$ cat config.mk
export PLATFORM = sky130hd
export DESIGN_NAME = ysyx_25060173_ifu
export DESIGN_NICKNAME = d
export VERILOG_FILES = /design/src/rtl/ysyx_25060173_ifu_pkg.sv /design/src/rtl/ysyx_25060173_ifu.sv
export SDC_FILE = /design/constraint.sdc
export NUM_CORES = 1
export LEC_CHECK = 0
export BUFFER_PORTS_ARGS = -buffer_cell sky130_fd_sc_hd__buf_4
export CAP_MARGIN = 20
export CORE_AREA = 2 2 120 99
export CTS_BUF_LIST = sky130_fd_sc_hd__clkbuf_16
export DETAILED_ROUTE_END_ITERATION = 8
export DIE_AREA = 0 0 122 101
export PLACE_DENSITY = 0.83
export SLEW_MARGIN = 20
export SYNTH_ARGS = -nofsm -noshare
export SYNTH_HDL_FRONTEND = slang
export SYNTH_SLANG_ARGS = --single-unit
$ cat constraint.sdc
create_clock -name clk -period 1.6 [get_ports clk]
set_input_delay 0.24 -clock clk [delete_from_list [all_inputs] [get_ports clk]]
set_output_delay 0.24 -clock clk [all_outputs]
set_load 0.1 [all_outputs]
$ cat src/rtl/ysyx_25060173_ifu_pkg.sv
// Shared types and constants for the instruction fetch unit.
// The FSM state encoding is fixed at REQ=0, WAIT=1, OUT=2, ERR=3 so that waveforms read the same everywhere.
package ysyx_25060173_ifu_pkg;

  typedef enum logic [1:0] {
    ST_REQ  = 2'd0,
    ST_WAIT = 2'd1,
    ST_OUT  = 2'd2,
    ST_ERR  = 2'd3
  } ifu_state_e;

  localparam logic [31:0] NOP_INST         = 32'h0000_0013;
  localparam logic [31:0] DEFAULT_RESET_PC = 32'h8000_0000;

  localparam logic [1:0] ERR_NONE     = 2'b00;
  localparam logic [1:0] ERR_ACCESS   = 2'b01;
  localparam logic [1:0] ERR_MISALIGN = 2'b10;

  function automatic logic is_word_aligned(input logic [1:0] addr_lsbs);
    return addr_lsbs == 2'b00;
  endfunction

endpackage

$ cat src/rtl/ysyx_25060173_ifu.sv
// Instruction fetch unit: one outstanding read on a valid/ready memory port,
// a one-entry instruction buffer towards the core, and a sticky terminal error state.
module ysyx_25060173_ifu
  import ysyx_25060173_ifu_pkg::*;
#(
  parameter int              XLEN     = 32,
  parameter logic [XLEN-1:0] RESET_PC = XLEN'(DEFAULT_RESET_PC)
) (
  input  logic            clk,
  input  logic            rst,

  output logic            mem_req_valid,
  input  logic            mem_req_ready,
  output logic [XLEN-1:0] mem_req_addr,

  input  logic            mem_resp_valid,
  output logic            mem_resp_ready,
  input  logic [XLEN-1:0] mem_resp_data,
  input  logic            mem_resp_err,

  output logic            inst_valid,
  input  logic            inst_ready,
  output logic [XLEN-1:0] inst,
  output logic [XLEN-1:0] inst_pc,
  input  logic [XLEN-1:0] next_pc,

  output logic            fetch_err,
  output logic [1:0]      err_cause,
  output logic [XLEN-1:0] err_pc
);

  localparam logic [XLEN-1:0] NOP_WORD = XLEN'(NOP_INST);

  ifu_state_e      state_q,     state_d;
  logic [XLEN-1:0] pc_q,        pc_d;
  logic [XLEN-1:0] inst_q,      inst_d;
  logic [XLEN-1:0] inst_pc_q,   inst_pc_d;
  logic            err_q,       err_d;
  logic [1:0]      err_cause_q, err_cause_d;
  logic [XLEN-1:0] err_pc_q,    err_pc_d;

  always_comb begin
    // NOTE: every _d takes its current value first, so no path through the case leaves a latch behind.
    state_d     = state_q;
    pc_d        = pc_q;
    inst_d      = inst_q;
    inst_pc_d   = inst_pc_q;
    err_d       = err_q;
    err_cause_d = err_cause_q;
    err_pc_d    = err_pc_q;

    case (state_q)
      ST_REQ: begin
        if (mem_req_ready) state_d = ST_WAIT;
      end

      ST_WAIT: begin
        if (mem_resp_valid) begin
          if (mem_resp_err) begin
            err_d       = 1'b1;
            err_cause_d = ERR_ACCESS;
            err_pc_d    = pc_q;
            state_d     = ST_ERR;
          end else begin
            inst_d    = mem_resp_data;
            inst_pc_d = pc_q;
            state_d   = ST_OUT;
          end
        end
      end

      ST_OUT: begin
        // The core's next PC is only trusted on the handshake; a misaligned target is fatal.
        if (inst_ready) begin
          if (is_word_aligned(next_pc[1:0])) begin
            pc_d    = next_pc;
            state_d = ST_REQ;
          end else begin
            err_d       = 1'b1;
            err_cause_d = ERR_MISALIGN;
            err_pc_d    = next_pc;
            state_d     = ST_ERR;
          end
        end
      end

      ST_ERR: begin
        state_d = ST_ERR;
      end

      default: begin
        state_d = ST_ERR;
      end
    endcase
  end

  always_ff @(posedge clk) begin
    // NOTE: reset is synchronous and covers every register, so an in-flight response can never survive it.
    if (rst) begin
      state_q     <= ST_REQ;
      pc_q        <= RESET_PC;
      inst_q      <= NOP_WORD;
      inst_pc_q   <= RESET_PC;
      err_q       <= 1'b0;
      err_cause_q <= ERR_NONE;
      err_pc_q    <= '0;
    end else begin
      // NOTE: non-blocking assignments so every register sees pre-edge values regardless of statement order.
      state_q     <= state_d;
      pc_q        <= pc_d;
      inst_q      <= inst_d;
      inst_pc_q   <= inst_pc_d;
      err_q       <= err_d;
      err_cause_q <= err_cause_d;
      err_pc_q    <= err_pc_d;
    end
  end

  assign mem_req_valid  = (state_q == ST_REQ);
  assign mem_req_addr   = pc_q;
  assign mem_resp_ready = (state_q == ST_WAIT);
  assign inst_valid     = (state_q == ST_OUT);
  assign inst           = inst_q;
  assign inst_pc        = inst_pc_q;
  assign fetch_err      = err_q;
  assign err_cause      = err_cause_q;
  assign err_pc         = err_pc_q;

endmodule

Word level (Yosys, flattened, before mapping)
Index checks and enable logic that the tools add are counted.

Bits in registers: 133. Bits of input ports: 70. Output and inout port bits: 134. Logic and storage cells: 44.

Eq/ne operators: 8. Muxes and demuxes: 21. Bitwise gates (word level): 1. Reductions and logical operators: 7.

Operators by type and width (count): 32-bit two-way mux (4); 32-bit case mux with 2 select lines (1); 2-bit two-way mux (8); 3-bit AND reduction (3); 2-bit case mux with 4 select lines (1); 2-bit by 1-bit != test with 1-bit output (second input constant) (3); 1-bit two-way mux (5); 5-bit AND reduction (1); 2-bit equality test (second input constant) (2); 2-bit logical NOT (2); 2-bit != test (second input constant) (2); 2-bit case mux with 2 select lines (1); 2-bit by 1-bit equality test with 1-bit output (second input constant) (1); 1-bit case mux with 2 select lines (1); 2-bit nonzero test (1); 1-bit inverter (1).

Longest topological paths before layout
Gate-level depths: netlist of run 1.

Depth in word-level cells: 4. Gate-level depth with buffers: 8. Gate-level depth less buffers: 4.

Least setup slack after synthesis of run 1
No wires, ideal clock.

Path type: reg2reg. Start point: reg state_q[0]. End point: reg inst_pc_q[10], in the netlist inst_pc[10]. Library setup time: 0.070 ns. Arrival time: 1.951 ns. Required time: 1.530 ns. Setup slack: -0.421 ns. Cell stages (with the launch flop): 8. Buffers on the path: 3. Period minus slack after synthesis: 2.021 ns. Cell sequence: dfxtp_1 -> buf_4 -> and2b_1 -> and3b_1 -> buf_4 -> buf_2 -> nand2_1 -> a21oi_1.

Longest elaborated chain between the ends: 2.

Ends and longest elaborated chain: from (decl) (RTL line ysyx_25060173_ifu.sv:34) `ifu_state_e state_q, state_d;`; from (signal assigned) (RTL line ysyx_25060173_ifu.sv:109) `state_q <= state_d;`; 2-bit by 1-bit equality test with 1-bit output; net mem_resp_ready (RTL line ysyx_25060173_ifu.sv:17) `output logic mem_resp_ready,`; 3-bit AND reduction (no source line); to (signal assigned) (RTL line ysyx_25060173_ifu.sv:112) `inst_pc_q <= inst_pc_d;`; to (decl) (RTL line ysyx_25060173_ifu.sv:37) `logic [XLEN-1:0] inst_pc_q, inst_pc_d;`.

The timed path passes the listed nets, and every way through them passes these cells. A chain may end at the register's enable or synchronous reset.

Worst setup path in the final report of run 1
Start point: reg state_q[1]. End point: out inst_valid.

Longest elaborated chain between the ends: 1.

Ends and longest elaborated chain: 2-bit equality test (RTL line ysyx_25060173_ifu.sv:122) `assign inst_valid = (state_q == ST_OUT);`; to (decl) (RTL line ysyx_25060173_ifu.sv:21) `output logic inst_valid,`.

No other way between the ends.

==> summary.md, run 1 <==
| Metric | Value |
|---|---|
| Status | finished, final reports clean |
| Met2 WL | 7650 um |
| Crit-path max FO | 7 |
| Fin Clk Skew | 0.00641 ns |
| Startpoint types | register |
| GPL Wtd Cong | 0.790 |
| Vias per inst | 5.19 |
| I/O pin cnt | 204 |
| Vias in the first global route | 4,951 |
| Setup crit end kind | primary output |
| CTS tree | done |
| Area contributors post-synth | dfxtp_1 (51%), nand2_1 (14%), a21oi_1 (8.9%) |
| Tmin final | 1.54 ns |
| Worst vdd ir | 0.000906 V |
| Total chip power | 8.82 mW |
| Share of the synthesized area in the top cell type | 0.511 |
| Syn Inst Count | 590 |
| DIE HEIGHT | 101 um |
| Cell Rows | 35 |
| Sink Count | 133 |
| Largest area contributor in the netlist | dfxtp_1 |
| Total grt overflow | 0 |
| Gr usage total | 0.253 |
| Top FF cell, synth | dfxtp_1 |
| H-Tree Depth | 4 |
| Placed cell area | 0.00687 mm^2 |
| Critical Path RT | 1.36 ns |
| CP arrival | approximately 1.3 ns |
| Clock buffer depth | 2 |
| Async SR Flop Fraction | 0 |
| Antenna-violating nets left | 0 |
| Initial antenna violation count | 0 |
| DIE AREA | around 0.012 mm^2 |
| Ant diodes | 0 |
| Period Utilization, post-route | 0.964 |
| Final Hold Vio Count | 0 |
| Relative slew slack | 0.708 |
| Avg Inst Size Synth | 8.84 um^2 |
| Pwr dens | 1170 mW/mm^2 |
| FF+latch area | 0.00267 mm^2 |
| Worst min path class | input pin to register |
| Most common cell in the synthesized netlist | nand2_1 |
| Hold WS | 0.0410 ns |
| Area of the multi-input gates | between 0.002 and 0.0025 mm^2 |
| TNS Setup | 0 ns |
| Top layer in use | met4 |
| DRC viols | 0 |
| WL met3 | between 1000 and 1500 um |
| Post-detailed-placement half-perimeter wirelength | 10,800 um |
| Drt initial violations | 264 |
| Worst-path clk slew | 0.06 ns |
| DRT Wirelength | roughly 15,000 um |
| #FFs+latches synth | between 100 and 150 |
| Worst-margin pin slew | 0.438 ns |
| Yosys warning count | 0 |
| Synthesized cell area | 0.00521 mm^2 |
| FMAX | ~650 MHz |
| RSZ-0062 raised after global routing | false |
| Wirelength per Cell | 16.2 um |
| Area grow syn2layout | 44.0% |
| Leak pwr | 2.99 nW |
| Synth cell types | 29 |
| M1 wire length | between 6000 and 7000 um |
| Max-slew violations | 0 |
| Final instance area | 0.00751 mm^2 |
| Port bufs | roughly 200 |
| Starting Density | 0.467 |
| Final #Nets | 859 |
| Sequential area share after synthesis | 0.511 |
| CORE AREA | 0.0112 mm^2 |
| CTS Root Cell | clkbuf_16 |
| FILL cells | 857 |
| Syn nets | 660 |
| Clock Latency Late Sink | approximately 0.41 ns |
| Detailed Routing Iterations Pass 1 | 4 |
| WS Path Type | register to primary output |
| Post-synth EDFFs | 0 |
| First-pass GRT wire length | 24,300 um |
| Via count | 4,929 |
| Final Setup Violations | 0 |
| Most instantiated cells after synthesis | nand2_1 (189), dfxtp_1 (133), a21oi_1 (93) |
| Num CTS Buffers | 17 |
| # Max-Cap Violations | 0 |
| Pin count of the biggest net entering global routing | between 40 and 50 |
| # hold bufs at CTS | 0 |
| Fraction of layout cells with a size suffix above 1 | 0.390 |
| Die X | 122 um |
==> routing by layer <==
| layer | global-route usage | vias to the layer above |
|---|---|---|
| li1 | - | 2366 |
| met1 | 0.300 | 2347 |
| met3 | 0.0633 | 26 |
| met2 | 0.444 | 190 |
| met5 | 0 | - |
| met4 | 0.0928 | 0 |
==> cells in the final DEF, fill, tap and decap left out <==
master,instances
buf_4,216
nand2_1,189
dfxtp_1,131
a21oi_1,93
mux2i_1,32
a211oi_2,28
nor2_2,21
clkbuf_16,17
nor2_1,16
buf_12,9
nand3b_1,7
clkinv_2,5
a211oi_1,4
clkinv_1,3
clkinvlp_4,3
nor3b_1,2
nand3_1,2
inv_1,2
nor3_1,2
clkinv_4,2
buf_6,2
nor2b_4,1
and2b_4,1
and3_1,1
nand2b_1,1
o21ai_0,1
a22o_1,1
and3b_2,1
nand4b_1,1
nor2b_1,1
a22oi_2,1
a31o_2,1
bufinv_16,1
inv_6,1
bufbuf_16,1
dfxtp_2,1
dfxtp_4,1
==> kinds of logic (layout without fill, tap and decap cells) <==
logic type             after synthesis  in the layout  share of synthesized area
AND/OR/NAND/NOR                    246            246                      0.200
flip-flops                         133            133                      0.511
AO/OA/AOI/OAI                      129            129                      0.167
buffers and inverters               50            262                     0.0607
multiplexers                        32             32                     0.0614
==> registers in the layout (all words and copies together), names as in the netlist <==
signal	count
state_q	2
inst_pc	32
err_cause	2
fetch_err	1
mem_req_addr	32
inst	32
err_pc	32
==> path summary, 6_finish.rpt <==
check                                 startpoint         end  slack (ns)  cells past startpoint
worst min register to register          inst[24]    inst[24]        0.46                      2
worst min-delay path            mem_resp_data[1]     inst[1]        0.04                      3
worst max register to register        state_q[1]  err_pc[31]        0.08                      6
worst max-delay path                  state_q[1]  inst_valid        0.06                      3
==> what timing repair did <==
item	CTS	global route
cloned	1	0
setup buffers	4	0
pin swaps	1	1
endpoints found under the setup margin	6	5
resized for setup	5	5
==> metrics by stage <==
step	setup WS, ns	util	std cells
after detailed placement	0.00158	0.615	913
after global placement	0.156	0.615	913
after CTS	0.0132	0.671	950
after floorplan	0.00322	-	590
after global routing	0.0149	0.672	950
final	0.0570	0.672	950
==> power by group <==
part	switching [mW]	internal, mW	total, mW
Sequential	0.0853	3.42	3.51
Clock	1.45	2.11	3.56
Combinational	1.25	0.502	1.75
Total	2.78	6.03	8.82
==> cell type report <==
type / instances / share of cell area
sequential: 133 / 0.355
multi-input combinational: 407 / 0.300
timing repair buffer: 228 / 0.247
clock buffer: 17 / 0.0567
tap: 148 / 0.0247
clock inverter: 15 / 0.0153
inverter: 2 / 0.00100
==> critical path, stage by stage (launching register included) <==
cell	delay (ns)
dfxtp_4	0.37
nor2b_4	0.21
buf_12	0.14
buf_12	0.16
No activity file was read; power rests on OpenSTA's default activity.
==> run 2: changes to the inputs <==
==> constraint.sdc (replaced) <==
create_clock -name clk -period 1.6 [get_ports clk]
set_input_delay 0.16 -clock clk [delete_from_list [all_inputs] [get_ports clk]]
set_output_delay 0.16 -clock clk [all_outputs]
set_load 0.1 [all_outputs]
==> run 2 against run 1 <==
  * Worst setup slack gained 0.013 ns
  * Sequential cell count did not move
  * Register-to-register slack is essentially flat
  * Largest power group unchanged
==> summary.md, run 2 (synthesized netlist as in run 1, its figures left out) <==
| Metric | Value |
|---|---|
| Status | finished, final reports clean |
| Wirelength per Cell | 16.3 um |
| FF+latch area | about 0.0027 mm^2 |
| Final instance area | around 0.0078 mm^2 |
| WS Path Type | register to primary output |
| Fin Clk Skew | 0.00536 ns |
| CP bufs+invs | 2 |
| Cell Rows | 35 |
| Worst-path clk slew | ~0.06 ns |
| Vias per inst | 5.26 |
| FILL cells | 879 |
| Worst-margin pin slew | 0.335 ns |
| RR Startpoint | state_q[1] |
| Crit path depth | 3 |
| Port bufs | 203 |
| Commonest non-fill, non-tap cell in the layout | buf_4 |
| Detailed Routing Iterations Pass 1 | 5 |
| CP arrival | ~1.4 ns |
| Most frequent cells in the layout | buf_4 (212), nand2_1 (189), dfxtp_1 (131), a21oi_1 (93), mux2i_1 (32) |
| Final #Nets | around 900 |
| DRT Wirelength | 15,800 um |
| # Max-Cap Violations | 0 |
| Worst vdd ir | 0.000996 V |
| Vias in the first global route | 4,747 |
| Max-slew violations | 0 |
| Worst min path class | input pin to register |
| Slowest cell on crit path | dfxtp_2 |
| Pwr dens | 1200 mW/mm^2 |
| Cell mode on critical path | buf_12 |
| H-Tree Depth | 4 |
| Area of the multi-input gates | between 0.002 and 0.0025 mm^2 |
| DIE HEIGHT | about 100 um |
| DIE AREA | 0.0123 mm^2 |
| FMAX | 653 MHz |
| Reg2reg path depth | 6 |
| CTS Root Cell | clkbuf_16 |
| I/O pin cnt | 204 |
| GPL Wtd Cong | 0.827 |
| Clock buffer depth | 2 |
| CP peak stage delay | 0.38 ns |
| Relative slew slack | 0.777 |
| Initial antenna violation count | 0 |
| Die X | between 100 and 150 um |
| Final Setup Violations | 0 |
| Post-detailed-placement half-perimeter wirelength | between 10,000 and 15,000 um |
| Crit-path max FO | 11 |
| Ant diodes | 0 |
| Sink Count | 133 |
| TNS Setup | 0 ns |
| Hold Crit Depth | 3 |
| CORE AREA | 0.0112 mm^2 |
| Num CTS Buffers | 17 |
| Crit. Startpoint | state_q[1] |
| Gr usage total | 0.244 |
| Clock Latency Late Sink | about 0.40 ns |
| Starting Density | 0.467 |
| Hold Crit Start | mem_resp_data[23] |
| Tmin final | between 1.5 and 2 ns |
| Period Utilization, post-route | 0.956 |
| Leak pwr | 3.09 nW |
| Critical Path RT | 1.44 ns |
| Area grow syn2layout | 49.1% |
| Startpoint types | register |
| Total grt overflow | 0 |
| Fraction of layout cells with a size suffix above 1 | 0.382 |
| Final Hold Vio Count | 0 |
| First-pass GRT wire length | 23,600 um |
| Setup crit end kind | primary output |
| Pin count of the biggest net entering global routing | 70 |
| Delay-heaviest family, CP | flip-flops |
| RSZ-0062 raised after global routing | false |
| Crit-path cells | nor2b_4 > buf_12 > buf_12 |
| DRC viols | 0 |
| Antenna-violating nets left | 0 |
| CTS tree | done |
| Drt initial violations | approximately 330 |
| Placed cell area | 0.00684 mm^2 |
| Via count | 5,075 |
[run 2: changes by cell type in the layout (fill, tap and decap cells not counted), sizes merged]
cell,previous run,this run
clkbuf,17,21
clkinv,10,9
bufbuf,1,0
inv,3,2
bufinv,1,4
buf,227,224
clkinvlp,3,2
dlygate4sd3,0,15
[run 2: power breakdown]
part | switching, mW | internal (mW) | leakage, nW | total [mW]
registers | 0.0809 | 3.42 | 1.08 | 3.50
clock network | 1.42 | 2.59 | 0.295 | 4.00
logic | 1.26 | 0.531 | 1.72 | 1.79
[run 2: path summary, 6_finish.rpt]
check | end | slack [ns]
min reg2reg | inst[30] | 0.45
max reg2reg | err_pc[25] | 0.08
max | inst_valid | 0.07
min | inst[23] | 0.009
[run 2: layer usage]
metal  vias up  share of wire  GRT usage  wire, um
li1       2383              -          -         -
met3        27          0.086     0.0820      1360
met1      2433           0.41      0.293      6460
met4         0          0.017     0.0805       268
met5         -              0          0         0
met2       232           0.49      0.412      7670
[run 2: worst register-to-register path: cells and delay by family, from the launching register on]
| kind | cells | cell delay (ns) |
|---|---|---|
| DFF | 1 | 0.38 |
| AOI/OAI and AO/OA | 2 | 0.32 |
| buffers and inverters | 3 | 0.50 |
| and+or+nand+nor | 1 | 0.23 |
[run 2: per-stage QoR]
step	worst slack, ns	util	cells	power (mW)	hold WS [ns]
after detailed placement	0.0139	0.613	909	5.26	0.378
final	0.0697	0.696	965	9.30	0.00851
after CTS	0.0176	0.681	954	9.28	0.00101
after global routing	0.00316	0.696	965	9.60	0.000623
after global placement	0.112	0.613	909	5.23	0.370
after floorplan	0.00322	-	590	4.83	0.284
[run 2: timing repair]
action,4_1_cts,5_1_grt
cloned,0,4
setup buffers,0,5
pin swaps,0,3
setup endpoints to repair,2,52
hold buffers,13,2
gates resized for setup,5,4
hold endpoints to repair,13,2
[run 2: layout make-up]
class | count | area share
Multi-Input combinational cell | 407 | 0.289
Sequential cell | 133 | 0.343
Tap cell | 148 | 0.0238
Inverter | 2 | 0.000966
Clock inverter | 15 | 0.0241
Clock buffer | 17 | 0.0547
Timing Repair Buffer | 243 | 0.264
